**config.mk**
```make
export PLATFORM = sky130hd
export DESIGN_NAME = video_timing_core
export DESIGN_NICKNAME = d
export VERILOG_FILES = /design/src/rtl/vtg_pkg.sv /design/src/rtl/vtg_delay_line.sv /design/src/rtl/video_timing_core.sv
export SDC_FILE = /design/constraint.sdc
export NUM_CORES = 1
export LEC_CHECK = 0
export CORE_ASPECT_RATIO = 1.1
export CORE_MARGIN = 2
export CORE_UTILIZATION = 54
export CTS_CLUSTER_DIAMETER = 80
export DETAILED_ROUTE_END_ITERATION = 12
export GPL_ROUTABILITY_DRIVEN = 0
export PLACE_DENSITY = 0.84
export SYNTH_ARGS = -nofsm -noshare
export SYNTH_HDL_FRONTEND = slang
export SYNTH_SLANG_ARGS = --single-unit
```
**constraint.sdc**
```tcl
create_clock -name clk_low -period 5.5 [get_ports clk_low]
set_clock_uncertainty 0.1 [all_clocks]
set_input_delay 0.55 -clock clk_low [delete_from_list [all_inputs] [get_ports clk_low]]
set_output_delay 0.55 -clock clk_low [all_outputs]
set_load 0.005 [all_outputs]
```
**src/rtl/vtg_pkg.sv**
```systemverilog
// Shared definitions for the video timing core.
// Holds the default timing parameters and the FSM state type. It also holds the
// packed bundle of raw timing flags that travels down the sync/DE delay line,
// and the colour table for the optional vertical-bar test pattern.
// Optional feature macro: TEST_PATTERN_EN (see video_timing_core.sv).
package vtg_pkg;

    // Default 640x480@60 timing; the top takes these as parameter defaults.
    localparam int DEF_H_ACTIVE  = 640;
    localparam int DEF_H_FP      = 16;
    localparam int DEF_H_SYNC    = 96;
    localparam int DEF_H_BP      = 48;
    localparam int DEF_V_ACTIVE  = 480;
    localparam int DEF_V_FP      = 10;
    localparam int DEF_V_SYNC    = 2;
    localparam int DEF_V_BP      = 33;
    localparam int DEF_FETCH_LAT = 2;
    localparam int DEF_PIX_W     = 24;
    localparam int DEF_ADDR_W    = 21;

    typedef enum logic {
        IDLE = 1'b0,
        RUN  = 1'b1
    } vtg_state_e;

    // Raw timing flags, all active-high.
    // Sync polarity is applied only at the output register.
    typedef struct packed {
        logic hs;
        logic vs;
        logic de;
        logic fs;
        logic ls;
    } vtg_flags_t;

    // Eight vertical colour bars, left to right.
    function automatic logic [23:0] bar_colour(input logic [2:0] idx);
        logic [23:0] colour;
        case (idx)
            3'd0:    colour = 24'hFFFFFF;
            3'd1:    colour = 24'hFFFF00;
            3'd2:    colour = 24'h00FFFF;
            3'd3:    colour = 24'h00FF00;
            3'd4:    colour = 24'hFF00FF;
            3'd5:    colour = 24'hFF0000;
            3'd6:    colour = 24'h0000FF;
            default: colour = 24'h000000;
        endcase
        return colour;
    endfunction

endpackage

```
**src/rtl/vtg_delay_line.sv**
```systemverilog
// Fixed-depth shift-register delay with an asynchronous active-low reset.
// On reset, every stage is loaded with RST_VAL.
// DEPTH=0 gives a plain wire-through, so the latency from din to dout is exactly DEPTH cycles.
// Ports:
//   clk   in  1  clock
//   rst_n in  1  async active-low reset
//   din   in  W  data in
//   dout  out W  data delayed by DEPTH cycles
module vtg_delay_line #(
    parameter int           W       = 1,
    parameter int           DEPTH   = 0,
    parameter logic [W-1:0] RST_VAL = '0
) (
    input  logic         clk,
    input  logic         rst_n,
    input  logic [W-1:0] din,
    output logic [W-1:0] dout
);

    generate
        if (DEPTH == 0) begin : g_wire
            assign dout = din;
        end else begin : g_shift
            logic [W-1:0] stage_q [DEPTH];
            logic [W-1:0] stage_d [DEPTH];

            always_comb begin
                stage_d[0] = din;
                for (int i = 1; i < DEPTH; i++) begin
                    stage_d[i] = stage_q[i-1];
                end
            end

            always_ff @(posedge clk or negedge rst_n) begin
                if (!rst_n) begin
                    for (int i = 0; i < DEPTH; i++) begin
                        stage_q[i] <= RST_VAL;
                    end
                end else begin
                    for (int i = 0; i < DEPTH; i++) begin
                        stage_q[i] <= stage_d[i];
                    end
                end
            end

            assign dout = stage_q[DEPTH-1];
        end
    endgenerate

endmodule

```
**src/rtl/video_timing_core.sv**
```systemverilog
// Parametrised video timing and pixel-fetch generator.
// It runs in the pixel-clock domain and has three stages:
//   - A counter stage: hcnt and vcnt.
//   - Stage 1: rd_en and addr toward the framebuffer.
//   - An output register, which takes the raw sync, DE and strobes after a
//     FETCH_LAT delay line, so they line up with the pixel returned by the framebuffer.
// The latency from the counters to the outputs is FETCH_LAT+2 cycles.
// Optional macro TEST_PATTERN_EN: when defined, pix_out shows 8 vertical colour
// bars instead of pix_in, and rd_en stays low.
// Ports:
//   clk_low     in  1       pixel clock
//   reset_n     in  1       async active-low reset
//   en          in  1       run request, acted on only at frame boundaries
//   pix_in      in  PIX_W   framebuffer data, valid FETCH_LAT cycles after rd_en
//   rd_en       out 1       framebuffer read strobe
//   addr        out ADDR_W  linear framebuffer read address
//   pix_out     out PIX_W   pixel aligned to de, zero outside the active area
//   de          out 1       data enable
//   hsync       out 1       horizontal sync, HS_POL applied
//   vsync       out 1       vertical sync, VS_POL applied
//   frame_start out 1       pulse with the first active pixel of a frame
//   line_start  out 1       pulse with the first active pixel of each line
module video_timing_core
    import vtg_pkg::*;
#(
    parameter int H_ACTIVE  = DEF_H_ACTIVE,
    parameter int H_FP      = DEF_H_FP,
    parameter int H_SYNC    = DEF_H_SYNC,
    parameter int H_BP      = DEF_H_BP,
    parameter int V_ACTIVE  = DEF_V_ACTIVE,
    parameter int V_FP      = DEF_V_FP,
    parameter int V_SYNC    = DEF_V_SYNC,
    parameter int V_BP      = DEF_V_BP,
    parameter bit HS_POL    = 1'b0,
    parameter bit VS_POL    = 1'b0,
    parameter int FETCH_LAT = DEF_FETCH_LAT,
    parameter int PIX_W     = DEF_PIX_W,
    parameter int ADDR_W    = DEF_ADDR_W
) (
    input  logic              clk_low,
    input  logic              reset_n,
    input  logic              en,
    input  logic [PIX_W-1:0]  pix_in,
    output logic              rd_en,
    output logic [ADDR_W-1:0] addr,
    output logic [PIX_W-1:0]  pix_out,
    output logic              de,
    output logic              hsync,
    output logic              vsync,
    output logic              frame_start,
    output logic              line_start
);

    localparam int HT       = H_ACTIVE + H_FP + H_SYNC + H_BP;
    localparam int VT       = V_ACTIVE + V_FP + V_SYNC + V_BP;
    localparam int HS_START = H_ACTIVE + H_FP;
    localparam int HS_END   = HS_START + H_SYNC;
    localparam int VS_START = V_ACTIVE + V_FP;
    localparam int VS_END   = VS_START + V_SYNC;

    // One spare bit so that a sync end equal to the total still fits.
    localparam int HCNT_W = $clog2(HT + 1);
    localparam int VCNT_W = $clog2(VT + 1);

    localparam logic [HCNT_W-1:0] H_LAST   = HCNT_W'(HT - 1);
    localparam logic [VCNT_W-1:0] V_LAST   = VCNT_W'(VT - 1);
    localparam logic [HCNT_W-1:0] H_ACT_C  = HCNT_W'(H_ACTIVE);
    localparam logic [VCNT_W-1:0] V_ACT_C  = VCNT_W'(V_ACTIVE);
    localparam logic [HCNT_W-1:0] HS_BEG_C = HCNT_W'(HS_START);
    localparam logic [HCNT_W-1:0] HS_END_C = HCNT_W'(HS_END);
    localparam logic [VCNT_W-1:0] VS_BEG_C = VCNT_W'(VS_START);
    localparam logic [VCNT_W-1:0] VS_END_C = VCNT_W'(VS_END);

    localparam int FLAGS_W = $bits(vtg_flags_t);

    // A frame whose pixels do not all fit in the address space would alias silently.
    // So that configuration is refused at elaboration time.
    generate
        if (longint'(H_ACTIVE) * longint'(V_ACTIVE) > (longint'(1) << ADDR_W)) begin : g_addr_check
            $error("video_timing_core: H_ACTIVE*V_ACTIVE exceeds 2**ADDR_W");
        end
        if (FETCH_LAT < 0 || FETCH_LAT > 15) begin : g_lat_check
            $error("video_timing_core: FETCH_LAT must be in 0..15");
        end
    endgenerate

    vtg_state_e          state_q, state_d;
    logic [HCNT_W-1:0]   hcnt_q, hcnt_d;
    logic [VCNT_W-1:0]   vcnt_q, vcnt_d;
    logic                rd_en_q, rd_en_d;
    logic [ADDR_W-1:0]   addr_q, addr_d;
    vtg_flags_t          flags_q, flags_d;
    vtg_flags_t          flags_dl;
    logic                de_q, de_d;
    logic                hsync_q, hsync_d;
    logic                vsync_q, vsync_d;
    logic                fs_q, fs_d;
    logic                ls_q, ls_d;
    logic [PIX_W-1:0]    pix_q, pix_d;
    logic [PIX_W-1:0]    pix_src;

    logic running;
    logic h_wrap;
    logic v_wrap;
    logic raw_active;

    assign running    = (state_q == RUN);
    assign h_wrap     = (hcnt_q == H_LAST);
    assign v_wrap     = (vcnt_q == V_LAST);
    assign raw_active = running && (hcnt_q < H_ACT_C) && (vcnt_q < V_ACT_C);

    // Run/idle FSM and raster counters.
    // Counters sit at zero while idle, so RUN always starts at the top-left pixel.
    // Leaving RUN is allowed only at the last pixel of a frame, so a frame is never cut short.
    always_comb begin
        state_d = state_q;
        hcnt_d  = hcnt_q;
        vcnt_d  = vcnt_q;
        case (state_q)
            IDLE: begin
                hcnt_d = '0;
                vcnt_d = '0;
                if (en) begin
                    state_d = RUN;
                end
            end
            RUN: begin
                if (h_wrap) begin
                    hcnt_d = '0;
                    if (v_wrap) begin
                        vcnt_d = '0;
                        if (!en) begin
                            state_d = IDLE;
                        end
                    end else begin
                        vcnt_d = vcnt_q + 1'b1;
                    end
                end else begin
                    hcnt_d = hcnt_q + 1'b1;
                end
            end
            default: begin
                state_d = IDLE;
                hcnt_d  = '0;
                vcnt_d  = '0;
            end
        endcase
    end

    // Stage 1: read request and raw flag capture.
    // addr holds the index of the pixel being requested and advances after each read.
    // It returns to zero on the frame wrap, which also covers the RUN->IDLE transition.
    always_comb begin
`ifdef TEST_PATTERN_EN
        rd_en_d = 1'b0;
`else
        rd_en_d = raw_active;
`endif
        addr_d = addr_q;
        if (running && h_wrap && v_wrap) begin
            addr_d = '0;
        end else if (rd_en_q && (addr_q != '1)) begin
            addr_d = addr_q + 1'b1;
        end
        flags_d.hs = running && (hcnt_q >= HS_BEG_C) && (hcnt_q < HS_END_C);
        flags_d.vs = running && (vcnt_q >= VS_BEG_C) && (vcnt_q < VS_END_C);
        flags_d.de = raw_active;
        flags_d.fs = raw_active && (hcnt_q == '0) && (vcnt_q == '0);
        flags_d.ls = raw_active && (hcnt_q == '0);
    end

    // Counter stage and stage-1 registers.
    always_ff @(posedge clk_low or negedge reset_n) begin
        if (!reset_n) begin
            state_q <= IDLE;
            hcnt_q  <= '0;
            vcnt_q  <= '0;
            rd_en_q <= 1'b0;
            addr_q  <= '0;
            flags_q <= '0;
        end else begin
            state_q <= state_d;
            hcnt_q  <= hcnt_d;
            vcnt_q  <= vcnt_d;
            rd_en_q <= rd_en_d;
            addr_q  <= addr_d;
            flags_q <= flags_d;
        end
    end

    // This delay matches the framebuffer read latency.
    // It keeps the flags in step with pix_in.
    vtg_delay_line #(
        .W       (FLAGS_W),
        .DEPTH   (FETCH_LAT),
        .RST_VAL ('0)
    ) u_flag_delay (
        .clk   (clk_low),
        .rst_n (reset_n),
        .din   (flags_q),
        .dout  (flags_dl)
    );

`ifdef TEST_PATTERN_EN
    // The bar colour is chosen at stage 1 and delayed like the flags.
    // This keeps the pattern timing identical to the framebuffer path.
    logic [PIX_W-1:0] bar_q, bar_d;
    logic [2:0]       bar_idx;

    always_comb begin
        bar_idx = 3'd7;
        if (raw_active) begin
            bar_idx = 3'((int'(hcnt_q) * 8) / H_ACTIVE);
        end
        bar_d = PIX_W'(bar_colour(bar_idx));
    end

    always_ff @(posedge clk_low or negedge reset_n) begin
        if (!reset_n) begin
            bar_q <= '0;
        end else begin
            bar_q <= bar_d;
        end
    end

    vtg_delay_line #(
        .W       (PIX_W),
        .DEPTH   (FETCH_LAT),
        .RST_VAL ('0)
    ) u_bar_delay (
        .clk   (clk_low),
        .rst_n (reset_n),
        .din   (bar_q),
        .dout  (pix_src)
    );
`else
    assign pix_src = pix_in;
`endif

    // Output register.
    // The pixel is gated by de, and sync polarity is applied only here.
    // All outputs therefore change on one clock edge, and no glitches occur at RUN/IDLE switches.
    always_comb begin
        de_d    = flags_dl.de;
        hsync_d = flags_dl.hs ? HS_POL : ~HS_POL;
        vsync_d = flags_dl.vs ? VS_POL : ~VS_POL;
        fs_d    = flags_dl.fs;
        ls_d    = flags_dl.ls;
        pix_d   = flags_dl.de ? pix_src : '0;
    end

    always_ff @(posedge clk_low or negedge reset_n) begin
        if (!reset_n) begin
            de_q    <= 1'b0;
            hsync_q <= ~HS_POL;
            vsync_q <= ~VS_POL;
            fs_q    <= 1'b0;
            ls_q    <= 1'b0;
            pix_q   <= '0;
        end else begin
            de_q    <= de_d;
            hsync_q <= hsync_d;
            vsync_q <= vsync_d;
            fs_q    <= fs_d;
            ls_q    <= ls_d;
            pix_q   <= pix_d;
        end
    end

    assign rd_en       = rd_en_q;
    assign addr        = addr_q;
    assign pix_out     = pix_q;
    assign de          = de_q;
    assign hsync       = hsync_q;
    assign vsync       = vsync_q;
    assign frame_start = fs_q;
    assign line_start  = ls_q;

endmodule
```
==> impl_summary.md <==
Status
The flow ran to the end, and the final reports show no timing, DRC or antenna violations.

Timing
For the final routed database, the setup TNS stands at 0 ns. The worst max-slew margin expressed relative to the limit is 0.3171. The final-layout worst hold slack is 0.2479 ns. For the finished layout, the period the worst path requires is 2.430 ns.

At the pin with the least slew margin, the transition time is 1.024 ns. The number of endpoints with negative hold slack in the final report is 0. The number of max-slew violations in the final report came to 0. Static timing analysis puts the maximum clock frequency at 411.6 MHz.

The number of endpoints failing setup at the final stage is 0. The part of the cycle the worst path needs is 0.4417. Setup repair after global routing left no endpoint under its margin.

Routing
The top routing layer in use is met4. The total met2 wirelength after detailed routing is 3771 µm. Dividing the detail-routed wire length by the instance count gives 15.40 µm. The total routed wire length on the met1 layer is 3127 µm. The routed length on met3 is 347 µm. In this run the remaining antenna-violating nets after routing total 0. After detailed routing, the total wire length is 7469 µm. The detailed router finished its first iteration with 192 violations. The DRC violation count after routing is 0. Using the TritonRoute via totals, the vias-per-cell ratio works out to 5.536.

The first detailed-routing pass took 4 iterations. For this block, the via count after detailed routing is 2685.

Floorplan
The starting utilization of the core area is 0.5534. The die footprint is 7348 µm². The count of boundary I/O pins is 78. The die is 89.71 µm tall. The total number of placement rows is 31.

Measured along the x axis, the die boundary spans 81.92 µm. The core footprint is 6516 µm².

Critical path
The endpoint of the most critical register-to-register path is addr[2]$_DFFE_PN0P_. In this run the register-to-register setup slack is 3.07 ns. The signal on the critical path passes through ha_1 > or4b_4 > nor3_4 > and3_1 > nor3_1. The largest single stage delay on the critical path is 0.62 ns.

The launching element type of the critical path is a flip-flop. STA puts the critical path data required time at 5.61 ns. The number of cells traversed by the worst register-to-register path is 5. The worst setup path is captured at a flip-flop. The data arrival time of the critical path is 2.54 ns. The start of the worst register-to-register path is hcnt_q[0]$_DFF_PN0_. The standard cell with the maximum stage delay on the critical path is and3_1.

The top fanout value on the critical path is 17. The worst setup path is of the reg -> reg kind.

Pwr
Of the total power, combinational logic draws 0.050. IR analysis of the VDD net gives a maximum drop of 0.0001889 V. In this run the power density over the cells is 240.3 nW/µm². Of the total power, the share spent switching nets is 0.2202.

The leakage component of the power is 2.058 nW. The share of total power dissipated in the clock network is 0.372. The cell-internal power is 0.8673 mW. Summed over all nets, the switching power comes to 0.2450 mW.

The sequential cell fraction of total power is 0.578.

CTS
Hold repair after CTS inserted 0 buffers. Buffers added to address setup during post-CTS repair amount to 0. The clock transition at the register clock pins on the worst setup and hold paths after CTS is 0.08 ns. The clock passes through at most 2 buffers. The clock tree synthesis step divided the H-tree into 3 levels. For the worst-skew pair, the clock arrives at the later sink with an insertion delay of 0.35 ns. For this design, the sink count on the clock tree is 86. The number of buffers added by the clock tree synthesis step is 9. In this run the clock root is driven by a clkbuf_8. The CTS tree is built.

Post-CTS repair changed the size of 0 cells.

Logic synthesis
The post-synthesis cell count is 318. The post-synthesis area per instance is 11.34 µm². Among all flip-flop cells after synthesis, the most frequent one is dfrtp_1. The warning count from the yosys run is 0. Counting every net in the synthesized netlist gives 350.

The post-synthesis register bit count is 86. Counting flops with a built-in enable in the synthesized netlist gives 0. The post-synthesis instance area is 3606 µm². The share of the Yosys chip area taken by registers is 0.5975. The async set or reset register ratio after synthesis is 1.000. The number of unique standard cell types used by synthesis is 42.

Global routing
The final global-route overflow total is 0. The via count of the first global-routing pass is 2611. The first global-routing pass estimated 12500 µm of wire. The initial antenna violation count was 0. The maximum number of pins on one net before global-route repair is 87. In the global route stage, overall resource usage came out at 0.2185.

Finish
The area added between synthesis and finish is 28.35%. In the final design database the tool counted 430 nets. The fraction of final layout cells with drive strength greater than 1 is 0.06948. The repair_antennas step left the layout with diodes totalling 0. The library cell used most frequently in the layout, excluding fill and tap cells, is dfrtp_1. Leaving out fill and tap cells, the most frequent cells in the layout are dfrtp_1 (84), clkdlybuf4s50_1 (76), and2_1 (31). After the flow finishes, the layout carries non-filler instances totaling 485.

Worst hold path
For hold timing, the worst endpoint is u_flag_delay.g_shift.stage_d[0]$_DFF_PN0_. In this run the most critical hold path is launched from flags_q[0]$_DFF_PN0_. The min-delay analysis places its worst path in the category reg -> reg. The number of cells on the worst hold path is 0.

Flow run
The total of max-cap violations is 0.

Place
The detailed placement HPWL is 5224 µm. Buffers placed on the I/O ports in this run total 77. The number of instances in the placed design is 469.
==> stage by stage <==
step           setup slack (ns)  area, µm²  power (mW)  utilization
3_3_place_gp              3.184       4436      0.7103       0.6807
2_1_floorplan             3.470       3606      0.6631            -
5_1_grt                   2.842       4628       1.160       0.7103
3_5_place_dp              3.058       4436      0.7123       0.6807
6_report                  3.070       4628       1.112       0.7103
4_1_cts                   3.050       4628       1.125       0.7103
==> flip-flops by register name, indices dropped and copies added (netlist names) <==
| name | flops |
|---|---|
| hcnt_q | 10 |
| u_flag_delay.dout | 5 |
| flags_q | 5 |
| de | 1 |
| pix_out | 24 |
| addr | 21 |
| vsync | 1 |
| hsync | 1 |
| running | 1 |
| frame_start | 1 |
| line_start | 1 |
| vcnt_q | 10 |
| u_flag_delay.g_shift.stage_d | 5 |
==> critical path, delay by kind of cell, from the launching register on <==
kind	cells	cell delay, ns
simple gates	4	1.50
flops	1	0.43
fa+ha+maj	1	0.25
==> cells by family after synthesis <==
| kind of cell | after synthesis | synth area share |
|---|---|---|
| xor+xnor | 20 | 0.04858 |
| compound gates | 35 | 0.06662 |
| fa+ha+maj | 5 | 0.01735 |
| flops | 86 | 0.5975 |
| simple gates | 152 | 0.2443 |
| buf+inv | 19 | 0.02290 |
| mux | 1 | 0.002776 |
==> per-layer routing <==
metal | vias to the layer above | track usage
li1 | 1261 | -
met1 | 1328 | 0.2893
met2 | 78 | 0.3469
met3 | 18 | 0.03213
met4 | 0 | 0.1097
met5 | - | 0
==> power by group through the flow <==
stage	Clock, mW	Combinational (mW)	Sequential (mW)
2_1_floorplan	0	0.00606	0.657
3_5_place_dp	0	0.0567	0.656
6_report	0.414	0.0555	0.643
3_3_place_gp	0	0.0552	0.655
5_1_grt	0.455	0.0616	0.644
4_1_cts	0.425	0.0571	0.643
==> synth_stat cells (all sizes together), types with 3 or more instances <==
master / instances / area share
dfrtp: 84 / 0.58
and2: 31 / 0.054
nor2: 29 / 0.030
nand3: 17 / 0.024
nand2: 15 / 0.016
o21ai: 12 / 0.018
a21oi: 11 / 0.015
inv: 11 / 0.011
nor3: 11 / 0.018
and3: 10 / 0.017
xnor2: 10 / 0.024
xor2: 10 / 0.024
and4: 7 / 0.017
nand4: 7 / 0.014
or3: 6 / 0.010
clkbuf: 5 / 0.0052
ha: 5 / 0.017
a31oi: 3 / 0.0052
buf: 3 / 0.0062
nor2b: 3 / 0.0052
nor4: 3 / 0.0052
==> worst max path at each step <==
stage | startpoint | to | slack, ns | cells past startpoint
floorplan | hcnt_q[0]$_DFF_PN0_ | vcnt_q[8]$_DFFE_PN0P_ | 3.47 | 6
global placement | hcnt_q[0]$_DFF_PN0_ | addr[16]$_DFFE_PN0P_ | 3.18 | 5
detailed placement | hcnt_q[0]$_DFF_PN0_ | vcnt_q[4]$_DFFE_PN0P_ | 3.06 | 6
CTS | hcnt_q[0]$_DFF_PN0_ | vcnt_q[4]$_DFFE_PN0P_ | 3.05 | 6
global route | hcnt_q[0]$_DFF_PN0_ | vcnt_q[4]$_DFFE_PN0P_ | 2.84 | 6
finish | hcnt_q[0]$_DFF_PN0_ | addr[2]$_DFFE_PN0P_ | 3.07 | 5
==> cell type report <==
type	instances	area [µm²]
Fill cell	462	1888
Tap cell	82	102.6
Timing Repair Buffer	77	768.2
Multi-Input combinational cell	213	1369
Inverter	11	41.29
Sequential cell	86	2155
Clock inverter	5	41.29
Clock buffer	11	151.4
No activity file was read; power rests on OpenSTA's default activity.
